## config.mk

```make
export PLATFORM = sky130hd
export DESIGN_NAME = demux_event_counter_flat
export DESIGN_NICKNAME = d
export VERILOG_FILES = /design/src/rtl/demux_pkg.sv /design/src/rtl/demux_event_counter_if.sv /design/src/rtl/demux_event_counter_sat_counter.sv /design/src/rtl/demux_event_counter.sv /design/src/flat_wrapper.sv
export SDC_FILE = /design/constraint.sdc
export NUM_CORES = 1
export LEC_CHECK = 0
export BUFFER_PORTS_ARGS = -buffer_cell sky130_fd_sc_hd__buf_2
export CAP_MARGIN = 20
export CELL_PAD_IN_SITES_DETAIL_PLACEMENT = 1
export CELL_PAD_IN_SITES_GLOBAL_PLACEMENT = 1
export CORE_AREA = 2 2 103 105
export CTS_BUF_LIST = sky130_fd_sc_hd__clkbuf_8
export CTS_CLUSTER_DIAMETER = 120
export DETAILED_ROUTE_END_ITERATION = 16
export DIE_AREA = 0 0 105 107
export PLACE_DENSITY = 0.91
export SLEW_MARGIN = 20
export SYNTH_ARGS = -nofsm -noshare
export SYNTH_HDL_FRONTEND = slang
export SYNTH_HIERARCHICAL = 1
export SYNTH_SLANG_ARGS = --single-unit
```

## constraint.sdc

```tcl
create_clock -name clk -period 3 [get_ports clk]
set_clock_uncertainty 0.05 [all_clocks]
set_input_delay 0.45 -clock clk [delete_from_list [all_inputs] [get_ports clk]]
set_output_delay 0.45 -clock clk [all_outputs]
set_load 0.01 [all_outputs]
```

## src/rtl/demux_pkg.sv

```systemverilog
// Shared constants and helpers for the demux event counter slice.
package demux_pkg;

  localparam int unsigned NUM_CH = 8;
  localparam int unsigned SEL_W  = 3;
  localparam int unsigned POP_W  = 4;

  function automatic logic [POP_W-1:0] popcount8(input logic [NUM_CH-1:0] v);
    logic [POP_W-1:0] n;
    n = '0;
    for (int i = 0; i < int'(NUM_CH); i++) begin
      n = n + POP_W'(v[i]);
    end
    return n;
  endfunction

  function automatic logic is_multi_hot(input logic [NUM_CH-1:0] v);
    return popcount8(v) > POP_W'(1);
  endfunction

endpackage

```

## src/rtl/demux_event_counter_if.sv

```systemverilog
// Bus between the demux/host side and the event counter.
interface demux_event_counter_if #(
  parameter int unsigned CNT_W = 8
);
  import demux_pkg::*;

  logic [NUM_CH-1:0] f;
  logic              clr;
  logic              rd_req;
  logic [SEL_W-1:0]  rd_sel;
  logic              rd_valid;
  logic [CNT_W-1:0]  rd_data;
  logic              err_multi;

  modport master (
    output f, clr, rd_req, rd_sel,
    input  rd_valid, rd_data, err_multi
  );

  modport slave (
    input  f, clr, rd_req, rd_sel,
    output rd_valid, rd_data, err_multi
  );

endinterface

```

## src/rtl/demux_event_counter_sat_counter.sv

```systemverilog
// Saturating event counter with a local clear and a higher-priority global clear.
module sat_counter #(
  parameter int unsigned CNT_W = 8
) (
  input  logic             clk,
  input  logic             rst_n,
  input  logic             inc,
  input  logic             clr_any,
  input  logic             clr_all,
  output logic [CNT_W-1:0] q
);

  // A local clear coinciding with an event restarts at 1 so the event is kept.
  always_ff @(posedge clk or negedge rst_n) begin
    if (!rst_n) begin
      q <= '0;
    end else if (clr_all) begin
      q <= '0;
    end else if (clr_any) begin
      q <= inc ? CNT_W'(1) : '0;
    end else if (inc && (q != {CNT_W{1'b1}})) begin
      q <= q + CNT_W'(1);
    end
  end

endmodule

```

## src/rtl/demux_event_counter.sv

```systemverilog
// Per-channel rising-edge counter for the 1-to-8 demux output, with a registered read port.
module demux_event_counter
  import demux_pkg::*;
#(
  parameter int unsigned CNT_W       = 8,
  parameter bit          CLR_ON_READ = 1'b1
) (
  input logic                   clk,
  input logic                   rst_n,
  demux_event_counter_if.slave  bus
);

  logic [NUM_CH-1:0] f_q;
  logic [NUM_CH-1:0] rise;
  logic [NUM_CH-1:0] rd_clr;
  logic [CNT_W-1:0]  cnt [NUM_CH];

  assign rise = bus.f & ~f_q;

  for (genvar gi = 0; gi < int'(NUM_CH); gi++) begin : g_ch
    assign rd_clr[gi] = CLR_ON_READ && bus.rd_req && (bus.rd_sel == SEL_W'(gi));

    sat_counter #(.CNT_W(CNT_W)) u_cnt (
      .clk     (clk),
      .rst_n   (rst_n),
      .inc     (rise[gi]),
      .clr_any (bus.clr | rd_clr[gi]),
      .clr_all (bus.clr),
      .q       (cnt[gi])
    );
  end

  // Read returns the pre-update count; rd_data holds between reads.
  always_ff @(posedge clk or negedge rst_n) begin
    if (!rst_n) begin
      f_q           <= '0;
      bus.rd_valid  <= 1'b0;
      bus.rd_data   <= '0;
      bus.err_multi <= 1'b0;
    end else begin
      f_q          <= bus.f;
      bus.rd_valid <= bus.rd_req;
      if (bus.rd_req) begin
        bus.rd_data <= cnt[bus.rd_sel];
      end
      if (bus.clr) begin
        bus.err_multi <= 1'b0;
      end else if (is_multi_hot(bus.f)) begin
        bus.err_multi <= 1'b1;
      end
    end
  end

endmodule
```

## src/flat_wrapper.sv

```systemverilog
// flat-port wrapper written by rule: the top's interface ports become plain ports
module demux_event_counter_flat import demux_pkg::*;
#(
  parameter int unsigned CNT_W       = 8,
  parameter bit          CLR_ON_READ = 1'b1
)
  (clk, rst_n, bus_f, bus_clr, bus_rd_req, bus_rd_sel, bus_rd_valid, bus_rd_data, bus_err_multi);
  demux_event_counter_if #(.CNT_W(CNT_W)) bus_i ();
  input logic clk;
  input logic rst_n;
  input wire logic [$bits(bus_i.f)-1:0] bus_f;
  input wire logic [$bits(bus_i.clr)-1:0] bus_clr;
  input wire logic [$bits(bus_i.rd_req)-1:0] bus_rd_req;
  input wire logic [$bits(bus_i.rd_sel)-1:0] bus_rd_sel;
  output wire logic [$bits(bus_i.rd_valid)-1:0] bus_rd_valid;
  output wire logic [$bits(bus_i.rd_data)-1:0] bus_rd_data;
  output wire logic [$bits(bus_i.err_multi)-1:0] bus_err_multi;
  assign bus_i.f = bus_f;
  assign bus_i.clr = bus_clr;
  assign bus_i.rd_req = bus_rd_req;
  assign bus_i.rd_sel = bus_rd_sel;
  assign bus_rd_valid = bus_i.rd_valid;
  assign bus_rd_data = bus_i.rd_data;
  assign bus_err_multi = bus_i.err_multi;
  demux_event_counter #(.CNT_W(CNT_W), .CLR_ON_READ(CLR_ON_READ)) u_core (.clk(clk), .rst_n(rst_n), .bus(bus_i));
endmodule
```

==> impl_results.rst, run 1 <==
.. list-table::
   :header-rows: 1

   * - Metric
     - Value
   * - Number of placed I/O pins
     - 25
   * - Final design instance area without fill
     - between 5000 and 6000 sq um
   * - Category of the worst setup path launch point
     - input pin
   * - Number of remaining DRC errors
     - 0
   * - Minimum clock period after layout
     - around 3000 ps
   * - Post-synthesis sequential area ratio
     - between 30% and 40%
   * - Origin of the critical flop-to-flop path
     - u_core/f_q[5]
   * - Placeable core region
     - between 10,000 and 15,000 sq um
   * - Final Setup Violations
     - 0
   * - Pin count of the biggest net entering global routing
     - 50
   * - Resized cells post-CTS
     - 0
   * - Fraction of final layout cells sized beyond drive strength 1
     - 21.0%
   * - Combinational family with the most area after synthesis
     - simple AND/OR/NAND/NOR gates
   * - Routed wirelength normalized by instance count
     - 21.9 um
   * - Most repeated cell in the gate-level netlist after synthesis
     - dfrtp_1
   * - Starting utilization of the core area
     - a little over half
   * - Synthesized-area fraction occupied by xor and xnor cells
     - 0%
   * - Total gr overflow
     - 0
   * - Worst setup slack for register-to-register paths
     - 1270 ps
   * - Sum of negative setup slack
     - 0 ps
   * - Worst hold-check slack
     - 62.9 ps
   * - Wire length of the first global-routing pass
     - 25,400 um
   * - Clock root buffer
     - clkbuf_8
   * - Depth of the most critical reg-to-reg path
     - 4
   * - Horizontal die dimension
     - 105 um
   * - Clock tree from TritonCTS
     - built
   * - Number of cells produced by synthesis
     - 540
   * - Max-slew violations
     - 0
   * - Post-CTS setup repair buffer count
     - 0
   * - TritonRoute pass-1 iters
     - 4
   * - Simple-gate share of the synthesized area
     - 25.5%
   * - Synthesis-to-finish area growth
     - 8.47%
   * - Outcome
     - completed
   * - RSZ-0062 raised after global routing
     - yes
   * - Endpoint of the most critical register-to-register path
     - u_core/g_ch[5].u_cnt/q[5]
   * - #FFs+latches synth
     - 82
   * - Area fraction in compound gates after synthesis
     - 18.0%
   * - Number of global-route vias before repair
     - 4,988
   * - Number of rows in the core area
     - 37
   * - Synthesis Warnings
     - 6
   * - Clock Sink Count
     - 82
   * - Final setup slack of the worst path
     - between 10 and 15 ps
   * - Adder and majority gate portion of the synthesized area
     - approximately 4.0%
   * - Non-filler cells, final
     - 711
   * - Classification of the worst setup path
     - input pin to flop
   * - Avg Synthesized Cell Area
     - 10.1 sq um
   * - Slew at the pin closest to its max-slew limit
     - 869 ps
   * - Worst-case vdd ir drop
     - 218 uV
   * - Die area
     - approximately 11,000 sq um
   * - Timing-limited maximum frequency
     - 335 MHz
   * - Mux cell area share after synthesis
     - 11.8%
   * - Post-detailed-placement half-perimeter wirelength
     - roughly 11,000 um
   * - Total routed wirelength
     - 15,600 um
   * - Maximum level of the CTS H-tree
     - 3
   * - Ranking of synthesized cells by instance count
     - dfrtp_1 (82), nand2_1 (68), mux2i_1 (64)
   * - Cell taking the most area after synthesis
     - dfrtp_1
   * - Vert. Die Dim
     - 107 um
   * - Share of async-settable or async-resettable flops after synthesis
     - between 90% and 100%
   * - Placement Cell Area
     - 5720 sq um
   * - Worst-Skew Late Latency
     - 380 ps
   * - Worst slack after detailed placement
     - -372 ps
   * - Global routing usage summed across all routing layers
     - 28.8%
   * - Number of flops mapped to enable cells by yosys
     - 0
   * - Required time of the worst setup path
     - 3250 ps
   * - Count of unique library cells instantiated by Yosys
     - 39
   * - Maximum buffer depth of the clock tree
     - 2
   * - Period Utilization, post-route
     - 99.6%
   * - Total placed cells including tap cells
     - 695
   * - Weighted congestion at the end of routability-driven global placement
     - 0.841
   * - Ys flop type
     - dfrtp_1
   * - Number of DRC violations after detailed-routing iteration 0
     - 227
   * - Antenna Cells
     - 0
   * - Power density over cell area
     - 386 nW/um^2
   * - CP Capture Type
     - flop
   * - Initial antenna violation count
     - 0
   * - Number of buffers added by the clock tree synthesis step
     - 9
   * - Lkg Pwr
     - between 2 and 2.5 nW
   * - Clock transition at the registers of the reported paths
     - ~90 ps
   * - Rel. slew slack
     - 42.1%
   * - Share of Yosys cell area claimed by the top area cell type
     - 37.7%
   * - Synthesized netlist net count
     - 570
   * - Buffers added on ports
     - 24
   * - Reported max-cap violation count
     - 0
   * - Post-route ant nets
     - 0
   * - Number of vias per cell
     - 6.62
   * - Class of the worst hold path
     - input pin to asynchronous set/reset pin
   * - Top area cells in the synthesized netlist
     - dfrtp_1 (38%), mux2i_1 (12%), nand2_1 (4.7%)
   * - Post-Synthesis Cell Area
     - 5450 sq um
   * - CP Max Fanout
     - 2
   * - Vias
     - roughly 4,700
   * - Final hold violation count
     - 0
   * - CP Data Arrival Time
     - 3230 ps
   * - Final net count
     - 600
-- cell usage in the layout, fill, tap and decap left out, types with 10 or more instances in the layout --
cell type / count
dfrtp_1: 82
nand2_1: 68
mux2i_1: 64
a21oi_1: 32
nand3_1: 29
buf_2: 23
inv_1: 19
nor2b_1: 16
nand4_1: 16
o21bai_1: 16
or3_1: 16
nor2_1: 14
clkbuf_8: 12
a41o_1: 11
ha_1: 10
-- power breakdown --
part           switching (mW)  internal (mW)
clock network           0.423          0.366
logic                   0.208          0.130
registers              0.0235           1.13
-- layer usage --
layer / share of wire, % / vias up / global-route usage [%]
li1: - / 2126 / -
met1: 42 / 2401 / 35.1
met2: 51 / 140 / 49.2
met3: 4.0 / 40 / 4.50
met4: 2.9 / 0 / 15.1
met5: 0 / - / 0
-- stage by stage --
step	util (%)	power, mW
after global placement	56.7	1.48
final	58.6	2.28
after global routing	58.6	2.36
after detailed placement	56.7	1.51
after floorplan	-	1.38
after CTS	58.6	2.30
-- worst max-delay path, stage by stage --
cell	delay, ps
buf_2	120
fa_1	540
inv_1	60
fa_1	530
fa_1	420
inv_1	80
ha_2	170
inv_1	50
fa_2	340
nor2b_1	140
a31o_2	210
a31oi_1	140
-- registers in the layout (all words and copies together), names as in the netlist --
register / flops
u_core/f_q: 8
u_core/bus.rd_valid: 1
u_core/bus.err_multi: 1
u_core/g_ch.u_cnt/q: 64
u_core/bus.rd_data: 8
-- cell type report --
type | instances | area [sq um]
multi-input cells | 425 | 3230
flip-flops and latches | 82 | 2050
repair buffers | 31 | 188
well taps | 136 | 170
fillers | 1162 | 4180
inverters | 21 | 78.8
clock inverters | 4 | 25.0
clock buffers | 12 | 165
-- worst max-delay path by stage --
stage              from              endpoint  slack (ps)
6_report       bus_f[0]  u_core/bus.err_multi          10
5_1_grt        bus_f[0]  u_core/bus.err_multi         -60
4_1_cts        bus_f[0]  u_core/bus.err_multi          10
3_5_place_dp   bus_f[0]  u_core/bus.err_multi        -370
3_3_place_gp   bus_f[0]  u_core/bus.err_multi        -260
2_1_floorplan  bus_f[0]  u_core/bus.err_multi         -70
-- timing repair --
action | in CTS | in global routing
setup endpoints to repair | 0 | 1
hold buffers | 0 | 0
endpoints found under the hold margin | 0 | 0
-- cells by family (layout without fill, tap and decap cells) --
kind of cell	Yosys count	after routing
compound gates	114	114
mux	64	64
flops	82	82
buf+inv	33	68
simple gates	232	232
fa+ha+maj	15	15
No activity file was read; power rests on OpenSTA's default activity.
==> run 2, diff against run 1 <==
--- a/config.mk
+++ b/config.mk
@@ -14,7 +14,7 @@
 export CTS_CLUSTER_DIAMETER = 120
 export DETAILED_ROUTE_END_ITERATION = 16
 export DIE_AREA = 0 0 105 107
-export PLACE_DENSITY = 0.91
+export PLACE_DENSITY = 0.86
 export SLEW_MARGIN = 20
 export SYNTH_ARGS = -nofsm -noshare
 export SYNTH_HDL_FRONTEND = slang
==> run 2 against run 1 <==
Critical path depth stayed put. Largest cell class unchanged. Wire length is 1.5% lower. First-iteration DRC count is 19% higher. Non-clock buffer count is 4 lower. Highest routed layer unchanged. Die area stayed put. Critical path type unchanged. Register-to-register slack worse by 210 ps. Via count is 0.74% lower. Sequential power hardly changed. Worst hold slack worse by 16 ps. Fmax is 0.32% lower.
==> impl_results.rst, run 2 (synthesis results as in run 1) <==
.. list-table::
   :header-rows: 1

   * - Metric
     - Value
   * - Number of placed I/O pins
     - 25
   * - Required time of the worst setup path
     - 3220 ps
   * - Final Setup Violations
     - 0
   * - Wire length of the first global-routing pass
     - 25,700 um
   * - Number of DRC violations after detailed-routing iteration 0
     - 270
   * - Class of the worst hold path
     - input pin to asynchronous set/reset pin
   * - Rel. slew slack
     - 34.4%
   * - Total routed wirelength
     - roughly 15,000 um
   * - Global routing usage summed across all routing layers
     - between 20% and 30%
   * - CP Max Fanout
     - 3
   * - Minimum clock period after layout
     - 3000 ps
   * - Final net count
     - around 600
   * - Antenna Cells
     - 0
   * - Synthesis-to-finish area growth
     - 7.67%
   * - Worst-case vdd ir drop
     - 271 uV
   * - Non-filler cells, final
     - 706
   * - Clock transition at the registers of the reported paths
     - ~80 ps
   * - Met1 layer usage reported by global route
     - a little over a third
   * - Registers with the most flip-flops
     - u_core/g_ch.u_cnt/q (64), u_core/bus.rd_data (8), u_core/f_q (8)
   * - Timing-limited maximum frequency
     - between 300 and 400 MHz
   * - Most common cell after layout, fill and taps aside
     - dfrtp_1
   * - Number of remaining DRC errors
     - 0
   * - Final core utilization
     - 58.1%
   * - Fraction of final layout cells sized beyond drive strength 1
     - 20.2%
   * - Final hold violation count
     - 0
   * - TritonRoute pass-1 iters
     - 4
   * - Reported max-cap violation count
     - 0
   * - Routed wirelength normalized by instance count
     - about 22 um
   * - Vert. Die Dim
     - 107 um
   * - Placeable core region
     - 10,100 sq um
   * - RSZ-0062 raised after global routing
     - yes
   * - Die area
     - 11,200 sq um
   * - Classification of the worst setup path
     - input pin to flop
   * - Category of the worst setup path launch point
     - input pin
   * - Worst hold-check slack
     - 46.7 ps
   * - Post-CTS setup repair buffer count
     - 0
   * - Maximum buffer depth of the clock tree
     - 2
   * - CP Capture Type
     - flop
   * - CP Data Arrival Time
     - 3220 ps
   * - Horizontal die dimension
     - approximately 110 um
   * - Total placed cells including tap cells
     - roughly 690
   * - Number of flip-flops under the largest register name
     - 64
   * - Lkg Pwr
     - 2.43 nW
   * - Buffers added on ports
     - 24
   * - Register with the most flip-flops
     - u_core/g_ch.u_cnt/q
   * - Number of buffers added by the clock tree synthesis step
     - 9
   * - Maximum level of the CTS H-tree
     - 3
   * - Total gr overflow
     - 0
   * - Vias
     - 4,672
   * - Clock Sink Count
     - 82
   * - Post-detailed-placement half-perimeter wirelength
     - 11,200 um
   * - Worst-Skew Late Latency
     - 370 ps
   * - Max-slew violations
     - 0
   * - GR met2 Demand/Resource
     - between 50% and 60%
   * - Clock tree from TritonCTS
     - built
   * - Pin count of the biggest net entering global routing
     - just over 80
   * - Power density over cell area
     - 389 nW/um^2
   * - Post-route ant nets
     - 0
   * - Weighted congestion at the end of routability-driven global placement
     - approximately 0.85
   * - Clock root buffer
     - clkbuf_8
   * - Number of vias per cell
     - approximately 6.6
   * - Outcome
     - completed
   * - Met3 track demand over resource
     - 3.77%
   * - Number of global-route vias before repair
     - 4,973
   * - Slew at the pin closest to its max-slew limit
     - 985 ps
   * - Design Power
     - between 2 and 2.5 mW
   * - Commonest non-fill, non-tap cells in the layout
     - dfrtp_1 (82), nand2_1 (68), mux2i_1 (64)
   * - Layout filler cell count
     - 1,165
   * - Period Utilization, post-route
     - between 90% and 100%
   * - Starting utilization of the core area
     - 54.0%
   * - Most crowded layer after global routing
     - met2
   * - Sum of negative setup slack
     - 0 ps
   * - Initial antenna violation count
     - 0
   * - Number of rows in the core area
     - 37
-- run 2: repair_timing --
item,CTS,global route
pin swaps,1,0
resized for setup,0,1
hold buffers,0,0
endpoints found under the setup margin,1,1
-- run 2: metal layers --
metal	wire length (um)	up-vias
li1	-	2115
met1	6480	2424
met2	8010	107
met3	509	26
met4	355	0
met5	0	-
-- run 2: power breakdown --
part | internal, mW | switching [mW]
logic | 0.126 | 0.205
registers | 1.13 | 0.0235
clock network | 0.394 | 0.401
-- run 2: cell type report --
type / instances / area (sq um) / area share (%)
inverter: 21 / 78.8 / 1.34
timing repair buffer: 27 / 149 / 2.54
clock buffer: 10 / 138 / 2.35
tap: 136 / 170 / 2.90
multi-input combinational: 425 / 3230 / 55.1
sequential: 82 / 2050 / 35.0
clock inverter: 5 / 47.5 / 0.810
-- run 2: worst max-delay path: stages --
cell,delay [ps]
buf_2,120
fa_1,560
inv_2,60
fa_1,490
fa_1,400
inv_1,70
ha_2,170
inv_1,50
fa_2,340
nor2b_1,150
a31o_2,210
a31oi_1,140
-- run 2: through the flow --
step	cell area [sq um]	worst slack, ps
2_1_floorplan	5450	-73.6
3_3_place_gp	5680	-282
3_5_place_dp	5680	-392
4_1_cts	5860	11.0
5_1_grt	5870	-83.7
6_report	5870	3.52
-- run 2: worst paths after layout --
kind	from	end	slack, ps	cells after the start
setup / recovery	bus_f[0]	u_core/bus.err_multi	4	12
hold / removal	rst_n	u_core/g_ch[3].u_cnt/q[3]	50	1
setup reg to reg	u_core/f_q[1]	u_core/g_ch[1].u_cnt/q[5]	1060	4
hold reg to reg	u_core/bus.err_multi	u_core/bus.err_multi	530	2
max in group asynchronous	rst_n	u_core/f_q[0]	2280	1
min in group clk	bus_f[6]	u_core/f_q[6]	160	1
==> run 3, diff against run 2 <==
--- a/config.mk
+++ b/config.mk
@@ -9,12 +9,12 @@
 export CAP_MARGIN = 20
 export CELL_PAD_IN_SITES_DETAIL_PLACEMENT = 1
 export CELL_PAD_IN_SITES_GLOBAL_PLACEMENT = 1
-export CORE_AREA = 2 2 103 105
+export CORE_AREA = 2 2 107 109
 export CTS_BUF_LIST = sky130_fd_sc_hd__clkbuf_8
 export CTS_CLUSTER_DIAMETER = 120
 export DETAILED_ROUTE_END_ITERATION = 16
-export DIE_AREA = 0 0 105 107
-export PLACE_DENSITY = 0.86
+export DIE_AREA = 0 0 109 111
+export PLACE_DENSITY = 0.8
 export SLEW_MARGIN = 20
 export SYNTH_ARGS = -nofsm -noshare
 export SYNTH_HDL_FRONTEND = slang
==> constraint.sdc (replaced) <==
create_clock -name clk -period 3.1 [get_ports clk]
set_clock_uncertainty 0.05 [all_clocks]
set_input_delay 0.465 -clock clk [delete_from_list [all_inputs] [get_ports clk]]
set_output_delay 0.465 -clock clk [all_outputs]
set_load 0.01 [all_outputs]
==> run 3 against run 2 <==
Worst hold slack got worse by 24 ps. Non-clock buffer count increased by 3. Sequential cell count unchanged. Clock power increased by 14%. Combinational power decreased by 5%. Final area increased by 1.2%. Die area increased by 7.7%. Critical path type unchanged. Critical endpoint unchanged. Largest power group unchanged.
==> impl_results.rst, run 3 (synthesis results as in run 1) <==
.. list-table::
   :header-rows: 1

   * - Metric
     - Value
   * - Period Utilization, post-route
     - 95.5%
   * - Routed wirelength normalized by instance count
     - 20.5 um
   * - Power density over cell area
     - ~390 nW/um^2
   * - Clock Sink Count
     - 82
   * - Number of buffers added by the clock tree synthesis step
     - 9
   * - Final design instance area without fill
     - 5940 sq um
   * - Clock root buffer
     - clkbuf_8
   * - Hold buffers post-CTS
     - 0
   * - Antenna Cells
     - 0
   * - Resized cells post-CTS
     - 0
   * - Class of the worst hold path
     - input pin to asynchronous set/reset pin
   * - Total routed wirelength
     - 14,700 um
   * - Post-route ant nets
     - 0
   * - Wire length of the first global-routing pass
     - 24,000 um
   * - Number of global-route vias before repair
     - 4,713
   * - Number of placed I/O pins
     - 25
   * - Pin count of the biggest net entering global routing
     - between 40 and 50
   * - Vias
     - 4,515
   * - Final hold violation count
     - 0
   * - Number of flip-flops under the largest register name
     - 64
   * - Total gr overflow
     - 0
   * - Initial antenna violation count
     - 1
   * - Global routing usage summed across all routing layers
     - roughly a quarter
   * - Die area
     - 12,100 sq um
   * - Buffers added on ports
     - 24
   * - Commonest non-fill, non-tap cells in the layout
     - dfrtp_1 (82), nand2_1 (68), mux2i_1 (64)
   * - Design Power
     - between 2 and 2.5 mW
   * - Final Setup Violations
     - 0
   * - Depth of the most critical reg-to-reg path
     - 4
   * - Final net count
     - 599
   * - Clock transition at the registers of the reported paths
     - 90 ps
   * - Worst-case vdd ir drop
     - 263 uV
   * - Outcome
     - completed
   * - Origin of the critical flop-to-flop path
     - u_core/f_q[1]
   * - RSZ-0062 raised after global routing
     - no
   * - Clock tree from TritonCTS
     - built
   * - Horizontal die dimension
     - 109 um
   * - Number of vias per cell
     - 6.30
   * - Vert. Die Dim
     - 111 um
   * - Worst setup slack for register-to-register paths
     - 1300 ps
   * - Number of DRC violations after detailed-routing iteration 0
     - 225
   * - CP Max Fanout
     - 3
   * - CP Capture Type
     - flop
   * - Synthesis-to-finish area growth
     - 8.96%
   * - Category of the worst setup path launch point
     - input pin
   * - Most common cell after layout, fill and taps aside
     - dfrtp_1
   * - Placement Cell Area
     - between 5000 and 6000 sq um
   * - Weighted congestion at the end of routability-driven global placement
     - 0.847
   * - Timing-limited maximum frequency
     - 338 MHz
   * - Lkg Pwr
     - 2.44 nW
   * - Post-detailed-placement half-perimeter wirelength
     - 10,600 um
   * - Slew at the pin closest to its max-slew limit
     - 860 ps
   * - Total placed cells including tap cells
     - 701
   * - Fraction of final layout cells sized beyond drive strength 1
     - 20.9%
   * - Reported max-cap violation count
     - 0
   * - Rel. slew slack
     - 42.7%
   * - Minimum clock period after layout
     - 2960 ps
   * - Maximum buffer depth of the clock tree
     - 2
   * - Worst-Skew Late Latency
     - 380 ps
   * - Max-slew violations
     - 0
   * - Registers with the most flip-flops
     - u_core/g_ch.u_cnt/q (64), u_core/bus.rd_data (8), u_core/f_q (8)
   * - Maximum level of the CTS H-tree
     - 3
   * - Placeable core region
     - 11,100 sq um
   * - Non-filler cells, final
     - 717
   * - Number of rows in the core area
     - 39
   * - Endpoint of the most critical register-to-register path
     - u_core/g_ch[1].u_cnt/q[5]
   * - Post-CTS setup repair buffer count
     - 0
   * - TritonRoute pass-1 iters
     - 4
   * - Register with the most flip-flops
     - u_core/g_ch.u_cnt/q
   * - Required time of the worst setup path
     - 3350 ps
   * - Starting utilization of the core area
     - 49.2%
   * - Classification of the worst setup path
     - input pin to flop
   * - CP Data Arrival Time
     - between 3000 and 4000 ps
   * - Final core utilization
     - between 50 and 60%
   * - Number of remaining DRC errors
     - 0
[run 3: routing by layer]
| metal | track usage (%) | routed length [um] | vias up |
|---|---|---|---|
| li1 | - | - | 2132 |
| met4 | 10.3 | 329 | 2 |
| met2 | 42.5 | 7440 | 53 |
| met3 | 3.64 | 352 | 27 |
| met5 | 0 | 12 | - |
| met1 | 32.9 | 6590 | 2301 |
[run 3: worst max-delay path: stages]
cell and delay, ps:
buf_2 120, fa_1 550, inv_1 60, fa_1 490
fa_1 400, inv_1 70, ha_2 180, inv_1 60
fa_2 330, nor2b_1 130, a31o_2 200, a31oi_1 150
[run 3: cell type report]
type	instances	area, sq um
flip-flops and latches	82	2050
multi-input cells	425	3230
repair buffers	30	168
clock buffers	10	138
well taps	143	179
clock inverters	6	90.1
fillers	1244	5140
inverters	21	78.8
[run 3: where the power goes]
| group | switching [mW] | leakage (nW) | total (mW) | internal (mW) |
|---|---|---|---|---|
| Combinational | 0.191 | 1.23 | 0.313 | 0.122 |
| Sequential | 0.0219 | 1.11 | 1.12 | 1.10 |
| Clock | 0.431 | 0.101 | 0.906 | 0.475 |
[run 3: per-stage QoR]
step	TNS [ps]	worst slack [ps]	hold slack, ps
CTS	0	136	28.4
floorplan	0	11.4	119
detailed placement	-261	-261	447
global route	0	10.7	47.9
finish	0	140	22.3
global placement	-189	-189	434
[run 3: how the worst max path moves through the flow]
| stage | from | to |
|---|---|---|
| 6_report | bus_f[0] | u_core/bus.err_multi |
| 5_1_grt | bus_f[0] | u_core/bus.err_multi |
| 4_1_cts | bus_f[0] | u_core/bus.err_multi |
| 3_5_place_dp | bus_f[0] | u_core/bus.err_multi |
| 3_3_place_gp | bus_f[0] | u_core/bus.err_multi |
| 2_1_floorplan | bus_f[0] | u_core/bus.err_multi |
